`src/rtl/gpu_pkg.sv`:
```
// Shared vertex types so neighbouring geometry stages agree on coordinate width.
package gpu_pkg;
    localparam int COORD_W  = 10;
    localparam int NUM_AXES = 3;

    typedef logic signed [COORD_W-1:0] coord_t;
endpackage

```
`src/rtl/divide_by_two.sv`:
```
// Signed floor(a/2) (rounds toward -inf), purely combinational; output is one bit narrower
// because the halved value of a WIDTH-bit signed number always fits in WIDTH-1 bits.
module divide_by_two #(
    parameter int WIDTH = 11
) (
    input  logic signed [WIDTH-1:0] a_i,
    output logic signed [WIDTH-2:0] q_o
);
    // Dropping the LSB of a two's complement value is exactly an arithmetic floor-halve.
    logic unused_lsb;
    assign {q_o, unused_lsb} = a_i;
endmodule

```
`src/rtl/vertex_midpoint_pipe.sv`:
```
// Edge-subdivision midpoint floor((V0+V1)/2) per axis: 2-stage valid/ready pipe, 2-cycle latency,
// full throughput; stalls in_ready only when both stages hold data and out_ready is low.
module vertex_midpoint_pipe
    import gpu_pkg::*;
#(
    parameter int WIDTH = COORD_W,
    parameter int CNT_W = 16
) (
    input  logic                    clk,
    input  logic                    rst_n,
    input  logic                    in_valid,
    output logic                    in_ready,
    input  logic signed [WIDTH-1:0] in_x0,
    input  logic signed [WIDTH-1:0] in_y0,
    input  logic signed [WIDTH-1:0] in_z0,
    input  logic signed [WIDTH-1:0] in_x1,
    input  logic signed [WIDTH-1:0] in_y1,
    input  logic signed [WIDTH-1:0] in_z1,
    output logic                    out_valid,
    input  logic                    out_ready,
    output logic signed [WIDTH-1:0] out_x,
    output logic signed [WIDTH-1:0] out_y,
    output logic signed [WIDTH-1:0] out_z,
    output logic                    busy,
    input  logic                    cnt_clr,
    output logic [CNT_W-1:0]        mid_count
);
    logic s1_valid_q, s1_valid_d;
    logic s2_valid_q, s2_valid_d;
    logic s1_load, s2_load;
    logic out_fire;
    logic [CNT_W-1:0] cnt_q, cnt_d;

    logic signed [WIDTH-1:0] v0  [NUM_AXES];
    logic signed [WIDTH-1:0] v1  [NUM_AXES];
    logic signed [WIDTH-1:0] mid [NUM_AXES];

    assign v0[0] = in_x0;
    assign v0[1] = in_y0;
    assign v0[2] = in_z0;
    assign v1[0] = in_x1;
    assign v1[1] = in_y1;
    assign v1[2] = in_z1;

    always_comb begin
        s2_load    = s1_valid_q && (!s2_valid_q || out_ready);
        in_ready   = !s1_valid_q || s2_load;
        s1_load    = in_valid && in_ready;
        s1_valid_d = s1_load | (s1_valid_q & !s2_load);
        s2_valid_d = s2_load | (s2_valid_q & !out_ready);
    end

    always_ff @(posedge clk or negedge rst_n) begin
        if (!rst_n) begin
            s1_valid_q <= 1'b0;
            s2_valid_q <= 1'b0;
        end else begin
            s1_valid_q <= s1_valid_d;
            s2_valid_q <= s2_valid_d;
        end
    end

    for (genvar a = 0; a < NUM_AXES; a++) begin : g_axis
        logic signed [WIDTH:0]   sum_d, sum_q;
        logic signed [WIDTH-1:0] half;
        logic signed [WIDTH-1:0] mid_q;

        // One guard bit keeps the sum exact for any pair of coordinates.
        assign sum_d = {v0[a][WIDTH-1], v0[a]} + {v1[a][WIDTH-1], v1[a]};

        divide_by_two #(.WIDTH(WIDTH + 1)) u_div (
            .a_i (sum_q),
            .q_o (half)
        );

        always_ff @(posedge clk or negedge rst_n) begin
            if (!rst_n) begin
                sum_q <= '0;
                mid_q <= '0;
            end else begin
                if (s1_load) sum_q <= sum_d;
                if (s2_load) mid_q <= half;
            end
        end

        assign mid[a] = mid_q;
    end

    assign out_valid = s2_valid_q;
    assign out_x     = mid[0];
    assign out_y     = mid[1];
    assign out_z     = mid[2];
    assign busy      = s1_valid_q | s2_valid_q;
    assign out_fire  = s2_valid_q && out_ready;

    // Clear wins over a same-cycle delivery; the count sticks at all-ones.
    always_comb begin
        cnt_d = cnt_q;
        if (cnt_clr) begin
            cnt_d = '0;
        end else if (out_fire && (cnt_q != {CNT_W{1'b1}})) begin
            cnt_d = cnt_q + CNT_W'(1);
        end
    end

    always_ff @(posedge clk or negedge rst_n) begin
        if (!rst_n) begin
            cnt_q <= '0;
        end else begin
            cnt_q <= cnt_d;
        end
    end

    assign mid_count = cnt_q;
endmodule

```
`config.mk`:
```
export PLATFORM = sky130hd
export DESIGN_NAME = vertex_midpoint_pipe
export DESIGN_NICKNAME = d
export VERILOG_FILES = /design/src/rtl/gpu_pkg.sv /design/src/rtl/divide_by_two.sv /design/src/rtl/vertex_midpoint_pipe.sv
export SDC_FILE = /design/constraint.sdc
export NUM_CORES = 1
export LEC_CHECK = 0
export BUFFER_PORTS_ARGS = -buffer_cell sky130_fd_sc_hd__buf_2
export CORE_ASPECT_RATIO = 1.2
export CORE_UTILIZATION = 50
export CTS_BUF_LIST = sky130_fd_sc_hd__clkbuf_4 sky130_fd_sc_hd__clkbuf_8
export CTS_CLUSTER_DIAMETER = 30
export DETAILED_ROUTE_END_ITERATION = 10
export PLACE_DENSITY = 0.79
export SLEW_MARGIN = 20
export SYNTH_ARGS = -nofsm -noshare
export SYNTH_HDL_FRONTEND = slang
export SYNTH_SLANG_ARGS = --single-unit
```
`constraint.sdc`:
```
create_clock -name clk -period 1.5 [get_ports clk]
set_input_delay 0.45 -clock clk [delete_from_list [all_inputs] [get_ports clk]]
set_output_delay 0.45 -clock clk [all_outputs]
set_load 0.05 [all_outputs]
```
==> flow_summary.ini, run 1 <==
[timing]
post-route-period-util_pct = 125
maxSlewViolCount = 0
finalHoldViolations = 0
relSlewSlack_pct = 72.0
max_freq_ghz = 0.533
setup-violations-final = 90
rsz0062_at_grt = true
period_needed_ns = 1.88
tightest_slew_ns = 0.420
fin_skew_ns = 0.0114
setup_slack_ns = -0.376

[floorplanning]
start_util_pct = 52.5
die_y_um = 104
die_x_um = 87.2
core_mm2 = 0.00829
dieArea_mm2 = 0.00908
ios = 114
row_count = 36

[route]
routed_wl_um = 14400
drt_iter0_drc = 262
ant_nets = 0
first_pass_iters = 5
vias = 4462
drc = 0
wl_per_cell_um = 18.6
vias_per_cell = 5.79

[placement]
portBuffers = 113
post_dp_cell_area_mm2 = 0.00592
hpwl_um = 7830
place_congestion = 0.905
dp_cells = 730

[power]
ir_drop_uv = 704
p_per_area_mw_per_mm2 = 1080
leakagePower_uw = 0.00336

[cts]
clk-insertion-delay-late_ns = 0.36
cts_tree = done
cts_buffer_depth = 2
clk_pin_slew_ns = 0.08
htreeDepth = 3
cts_sinks = 78
hold_buffers = 0
cts_buffers = 9
cts_root_buf = clkbuf_8

[yosys]
synth.avg_cell_area_um2 = 10.3
synth_cell_type_count = 48
synthFlopType = dfrtp_1
async_flop_share_pct = 100
synth_top_area_share_pct = 44.9
synthTopCellsByCount = 78 x dfrtp_1, 48 x nand2_1, 30 x mux2_2, 29 x nor2_1, 28 x ha_1
ys_top_cells_by_area = dfrtp_1 45%, ha_1 8.1%, mux2_2 7.8%
ys_seq_elements = 78
yosysMostFrequentCell = dfrtp_1
yosysSeqAreaShare_pct = 44.9
yosys.area.top_type = dfrtp_1
syn_nets = 520
yosysWarnings = 0
synth_edf_count = 0
syn-cell-area_mm2 = 0.00435
synth_cells = 424

[critical_path]
arrival_ns = 2.10
crit_type = register to register
cp_slowest_cell = dfrtp_2
path_cells = nand4_1, nor3_1, buf_4, nor4b_4, xnor2_1, nor2_1
end_kind = register
slowest_delay_ns = 0.43
worst_ep_required_time_ns = 1.73
crit_path_max_fanout = 5
worstSetupStartpointType = register

[layout]
num_antenna_cells = 0
nFillCells = 435
final_area_mm2 = 0.00699
layout-drive-gt1-share_pct = 54.1
syn_to_final_growth_pct = 60.6
fin_nets = 747
fin_cells = 770

[grt]
grt_first_pass_wirelength_um = 19000
grt_pass1_vias = 4203
grt_max_degree = 79
grt_usage_pct = 26.9
antenna_found_initial = 0
grt_overflow = 0

[hold_path]
min_path_type = input pin to async pin

[status]
outcome = complete, but fails checks
violations = setup timing

[run]
cap_violations = 0
==> cell usage in the layout (no fill, tap or decap), drive strengths merged, types with 5 or more instances in the layout <==
cell type	Yosys	final
dfrtp	78	78
nor2	29	29
inv	9	9
o31ai	6	6
o21a	11	11
a21o	5	5
nand3	11	11
ha	28	28
mux2	30	30
nor3b	7	7
o21ai	21	21
xnor2	15	15
buf	1	225
nand2b	7	7
a21oi	21	21
nand2	48	48
xor2	11	11
nor3	13	13
clkbuf	11	19
nand4	14	14
==> report_power, final <==
group	internal (µW)	switching [µW]
sequential	2550	289
clock	814	721
combinational	1280	1900
total	4640	2910
==> worst max-delay path, delay by kind of cell, from the launching register on <==
kind,cells,cell delay (ns)
XOR/XNOR,1,0.21
flip-flops,1,0.43
buffers and inverters,1,0.24
AND/OR/NAND/NOR,4,0.87
==> logic make-up after synthesis <==
group / share of synthesized area, %
compound gates: 13.2
xor+xnor: 5.23
fa+ha+maj: 9.43
buf+inv: 1.81
flops: 44.9
mux: 8.22
simple gates: 17.2
==> through the flow <==
| step | hold WS (ns) | setup WS [ns] | setup TNS (ns) | utilization, % | power, µW |
|---|---|---|---|---|---|
| 2_1_floorplan | 0.154 | -0.518 | -14.87 | - | 4810 |
| 3_3_place_gp | 0.461 | -0.490 | -11.83 | 71.4 | 5600 |
| 3_5_place_dp | 0.468 | -0.521 | -13.20 | 71.4 | 5680 |
| 4_1_cts | 0.120 | -0.148 | -1.06 | 79.9 | 7320 |
| 5_1_grt | 0.121 | -0.440 | -12.98 | 84.3 | 7880 |
| 6_report | 0.0903 | -0.376 | -8.45 | 84.3 | 7550 |
==> metal layers <==
layer  part of all wire [%]  track usage, %
met1                     36            29.7
met2                     52            48.2
met3                    7.3            5.95
met4                    4.7            12.3
met5                      0               0
==> final timing paths <==
check / startpoint / end / slack [ns] / cells past startpoint
worst min-delay path: rst_n / g_axis[0].sum_q[2] / 0.09 / 2
worst max register to register: mid_count[11] / mid_count[15] / -0.38 / 6
max in group asynchronous: rst_n / mid_count[15] / 1.05 / 2
worst min register to register: g_axis[1].sum_q[1] / g_axis[1].sum_q[1] / 0.48 / 2
min in group clk: in_valid / s1_valid_q / 0.40 / 2
worst max-delay path: mid_count[11] / mid_count[15] / -0.38 / 6
==> area by class of cell <==
class                      count  area, µm²  share of cell area (%)
clock buffer                  16        195                    2.79
inverter                       9       33.8                   0.484
multi-input combinational    325       2810                    40.3
sequential                    78       1970                    28.2
tap                          114        143                    2.04
timing repair buffer         228       1830                    26.2
==> registers in the layout (all words and copies together), names as in the netlist <==
signal        flops
g_axis.sum_q     30
s1_valid_q        1
out_valid         1
out_x            10
out_y            10
mid_count        16
out_z            10
==> repair_timing <==
| action | 4_1_cts | 5_1_grt |
|---|---|---|
| pin swaps | 19 | 34 |
| endpoints found under the setup margin | 42 | 61 |
| resized for setup | 108 | 54 |
| gates cloned | 1 | 1 |
| buffers inserted | 10 | 16 |
No activity file was read; power rests on OpenSTA's default activity.
==> run 2: changes to the inputs <==
CORE_UTILIZATION = 51   (was 50)
PLACE_DENSITY = 0.8   (was 0.79)
SYNTH_HIERARCHICAL = 1   (was not set)
==> flow_summary.ini, run 2 <==
[placement]
place_congestion = 0.861
hpwl_um = 8050
preCtsSetupSlack_ns = -0.649
post_dp_cell_area_mm2 = 0.00579
portBuffers = 113

[timing]
setup_slack_ns = -0.279
rsz0062_at_grt = true
maxSlewViolCount = 0
relSlewSlack_pct = 70.3
setup-tns-final_ns = -3.54
fin_skew_ns = 0.0105
setup-violations-final = 38
tightest_slew_ns = 0.445
max_freq_ghz = 0.562
post-route-period-util_pct = 119
finalHoldViolations = 0
period_needed_ns = 1.78

[critical_path]
crit_path_max_fanout = 4
crit_type = register to register
end_kind = register
arrival_ns = 2.03
worst_ep_required_time_ns = 1.75
worstSetupStartpointType = register

[cts]
cts_buffers = 9
cts_tree = done
clk_pin_slew_ns = 0.08
cts_buffer_depth = 2
htreeDepth = 3
clk-insertion-delay-late_ns = 0.36
cts_root_buf = clkbuf_8
cts_sinks = 78

[route]
dr.max_layer_used = met5
met2_length_um = 7160
first_pass_iters = 4
vias = 4227
drc = 0
routed_wl_um = 13500
wl_met1_um = 4940
wl_per_cell_um = 18.0
drt_iter0_drc = 207
vias_per_cell = 5.64
met3_length_um = 760
ant_nets = 0

[run]
cap_violations = 0

[grt]
grt_overflow = 0
antenna_found_initial = 1
grt_max_degree = 79
grt_pass1_vias = 4370
grt_usage_pct = 27.5
grt_first_pass_wirelength_um = 19800

[yosys]
yosysWarnings = 6
syn-cell-area_mm2 = 0.00465
synth.avg_cell_area_um2 = 10.4
syn_nets = 547
synth_cells = 448

[power]
p_per_area_mw_per_mm2 = 1120
leakagePower_uw = 0.00317
ir_drop_uv = 679

[layout]
syn_to_final_growth_pct = 47.2
layout_commonest_cell = buf_4
final_area_mm2 = 0.00685
layout_common_cells = 84 x buf_4, 83 x buf_2, 61 x dfrtp_1
num_antenna_cells = 0
largest_reg_flops = 30
layout-drive-gt1-share_pct = 54.6
largest_register = g_axis.sum_q
fin_nets = 726

[status]
violations = setup timing
outcome = complete, but fails checks

[floorplanning]
die_y_um = 107
die_x_um = 89.2
core_mm2 = 0.00870
ios = 114
start_util_pct = 53.4
dieArea_mm2 = 0.00951
row_count = 37

[hold_path]
min_path_type = input pin to async pin
## run 2: changes by cell type in the layout (fill, tap and decap cells not counted), moves of 6 or more
cell / change
xnor2_1: -8
xor2_1: +10
nand2_1: -10
o21ai_0: -6
mux2_4: -29
o21ai_1: +11
mux2_2: +29
nand4_1: -6
## run 2: stage by stage
stage,util [%],total power (µW),std cells,hold WS [ns]
final,78.7,7650,749,0.0931
after CTS,75.5,7510,738,0.110
after floorplan,-,4930,448,0.154
after detailed placement,66.6,5550,707,0.467
after global placement,66.6,5460,707,0.456
after global routing,78.7,8000,749,0.120
## run 2: cell type report
type                       count  area, µm²
timing repair buffer         212       1630
inverter                      12       45.0
multi-input combinational    314       2830
fill                         507       1860
clock inverter                 4       70.1
sequential                    78       1970
tap                          117        146
clock buffer                  12        153
## run 2: final timing paths
check	from	to	slack [ns]	cells after the start
max	mid_count[1]	mid_count[6]	-0.28	6
min	rst_n	out_z[0]	0.09	2
max reg2reg	mid_count[1]	mid_count[6]	-0.28	6
min reg2reg	g_axis[1].sum_q[3]	g_axis[1].sum_q[3]	0.49	2
max in group asynchronous	rst_n	mid_count[3]	1.07	2
min in group clk	in_valid	s1_valid_q	0.37	2
## run 2: worst max-delay path, cell delays in order, from the launching register on
cell and delay (ns):
dfrtp_2 0.45, ha_4 0.16, nand4_1 0.23, nor2_2 0.29, nand3b_1 0.22, xor2_1 0.24
nor2_1 0.07
## run 2: power breakdown
part	leakage [µW]	internal, µW	switching, µW
logic	0.00210	1130	1920
clock network	0.000117	1020	772
registers	0.000951	2550	271
total	0.00317	4700	2960
## run 2: routing by layer
| layer | global-route usage [%] | vias to the layer above |
|---|---|---|
| li1 | - | 1943 |
| met1 | 29.3 | 2080 |
| met2 | 49.0 | 150 |
| met3 | 6.47 | 52 |
| met4 | 15.2 | 2 |
| met5 | 0 | - |
## run 2: what timing repair did
action,in CTS,in global routing
gates resized for setup,109,42
buffers inserted,16,14
endpoints found under the setup margin,46,49
hold buffers,0,0
pin swaps,37,51
==> run 3: changes to the inputs <==
==> constraint.sdc (replaced) <==
create_clock -name clk -period 1.5 [get_ports clk]
set_input_delay 0.45 -clock clk [delete_from_list [all_inputs] [get_ports clk]]
set_output_delay 0.45 -clock clk [all_outputs]
set_load 0.005 [all_outputs]
==> flow_summary.ini, run 3 (synthesis gave the netlist of run 2 again) <==
[timing]
setup_slack_ns = -0.162
relSlewSlack_pct = 77.1
setup-violations-final = 26
rsz0062_at_grt = true
fin_skew_ns = 0.00841
tightest_slew_ns = 0.340
period_needed_ns = 1.66
post-route-period-util_pct = 111
setup-tns-final_ns = -2.07
finalHoldViolations = 0
maxSlewViolCount = 0
max_freq_ghz = 0.602

[grt]
grt_overflow = 0
grt_pass1_vias = 4068
grt_usage_pct = 23.9
grt_first_pass_wirelength_um = 17600
antenna_found_initial = 0
grt_max_degree = 48

[critical_path]
worst_ep_required_time_ns = 1.73
end_kind = register
crit_family = compound AO/OA/AOI/OAI gates
worstSetupStartpointType = input pin
path_buf_inv = 2
path_cells = buf_6, ha_4, inv_2, fa_2, nor2b_2, o31a_1, o21ai_2, nand2b_4, a221o_1
crit_type = input pin to register
slowest_delay_ns = 0.34
arrival_ns = 1.89
cp_slowest_cell = fa_2
crit_path_max_fanout = 3

[layout]
layout_commonest_cell = buf_2
syn_to_final_growth_pct = 45.2
fin_nets = 731
largest_reg_flops = 30
largest_register = g_axis.sum_q
layout_common_cells = 97 x buf_2, 85 x buf_4, 75 x dfrtp_1
num_antenna_cells = 0
final_area_mm2 = 0.00675
nFillCells = 550
layout-drive-gt1-share_pct = 53.5

[run]
cap_violations = 0

[route]
drc = 0
vias = 4036
vias_per_cell = 5.37
met2_length_um = 6310
first_pass_iters = 4
drt_iter0_drc = 179
wl_per_cell_um = 15.7
met3_length_um = 575
routed_wl_um = 11800
ant_nets = 0
dr.max_layer_used = met4
wl_met1_um = 4600

[cts]
cts_buffer_depth = 2
cts_root_buf = clkbuf_8
cts_sinks = 78
cts_tree = done
htreeDepth = 3
clk-insertion-delay-late_ns = 0.35
cts_buffers = 9
clk_pin_slew_ns = 0.08

[placement]
hpwl_um = 8100
place_congestion = 0.867
post_dp_cell_area_mm2 = 0.00596
portBuffers = 113

[status]
outcome = complete, but fails checks
violations = setup timing

[hold_path]
min_path_type = input pin to register

[power]
leakagePower_uw = 0.00316
p_per_area_mw_per_mm2 = 933
ir_drop_uv = 493

[floorplanning]
start_util_pct = 53.4
die_y_um = 107
core_mm2 = 0.00870
dieArea_mm2 = 0.00951
ios = 114
row_count = 37
die_x_um = 89.2
-- run 3: changes by cell type in the layout (fill, tap and decap cells not counted), sizes merged --
| cell | delta |
|---|---|
| clkbuf | -3 |
| buf | +5 |
| bufinv | -1 |
| clkinvlp | +2 |
| clkinv | -1 |
| dlygate4sd3 | +1 |
-- run 3: layout make-up --
cell class	count	area (µm²)	area share (%)
multi-input combinational	314	2880	42.6
sequential	78	1960	29.0
timing repair buffer	217	1550	22.9
tap	117	146	2.17
clock buffer	10	131	1.95
clock inverter	4	50.0	0.741
inverter	12	45.0	0.667
-- run 3: path summary, 6_finish.rpt --
path / cells after the start / end / start / slack, ns
max: 9 / g_axis[0].sum_q[10] / in_x0[0] / -0.16
min: 2 / s1_valid_q / in_valid / 0.33
max reg2reg: 6 / mid_count[9] / mid_count[4] / -0.15
min reg2reg: 1 / g_axis[1].sum_q[4] / g_axis[1].sum_q[4] / 0.48
max in group asynchronous: 3 / g_axis[2].sum_q[6] / rst_n / 0.52
min in group asynchronous: 2 / out_x[1] / rst_n / 0.44
-- run 3: report_power, final --
group	total (µW)	internal, µW	switching [µW]
registers	2800	2550	253
clock network	1490	766	726
logic	2010	1120	887
total	6300	4440	1870
-- run 3: routing by layer --
metal | up-vias | track usage (%)
li1 | 1952 | -
met1 | 1948 | 26.5
met2 | 109 | 42.6
met3 | 27 | 6.24
met4 | 0 | 9.98
met5 | - | 0
-- run 3: repair_timing --
item                       4_1_cts  5_1_grt
hold buffers                     1        0
hold endpoints to repair         3        0
pin swaps                       41       37
setup endpoints to repair       32       44
setup buffers                   14        9
resized for setup               41       47
-- run 3: stage by stage --
step	utilization (%)	setup WS [ns]	std cells	power [µW]	hold slack [ns]
after floorplan	-	-0.414	448	4000	0.154
after global placement	68.5	-0.564	715	4530	0.260
after detailed placement	68.5	-0.610	715	4620	0.260
after CTS	74.1	-0.163	744	6220	0.299
after global routing	77.6	-0.219	752	6680	0.339
final	77.6	-0.162	752	6300	0.334
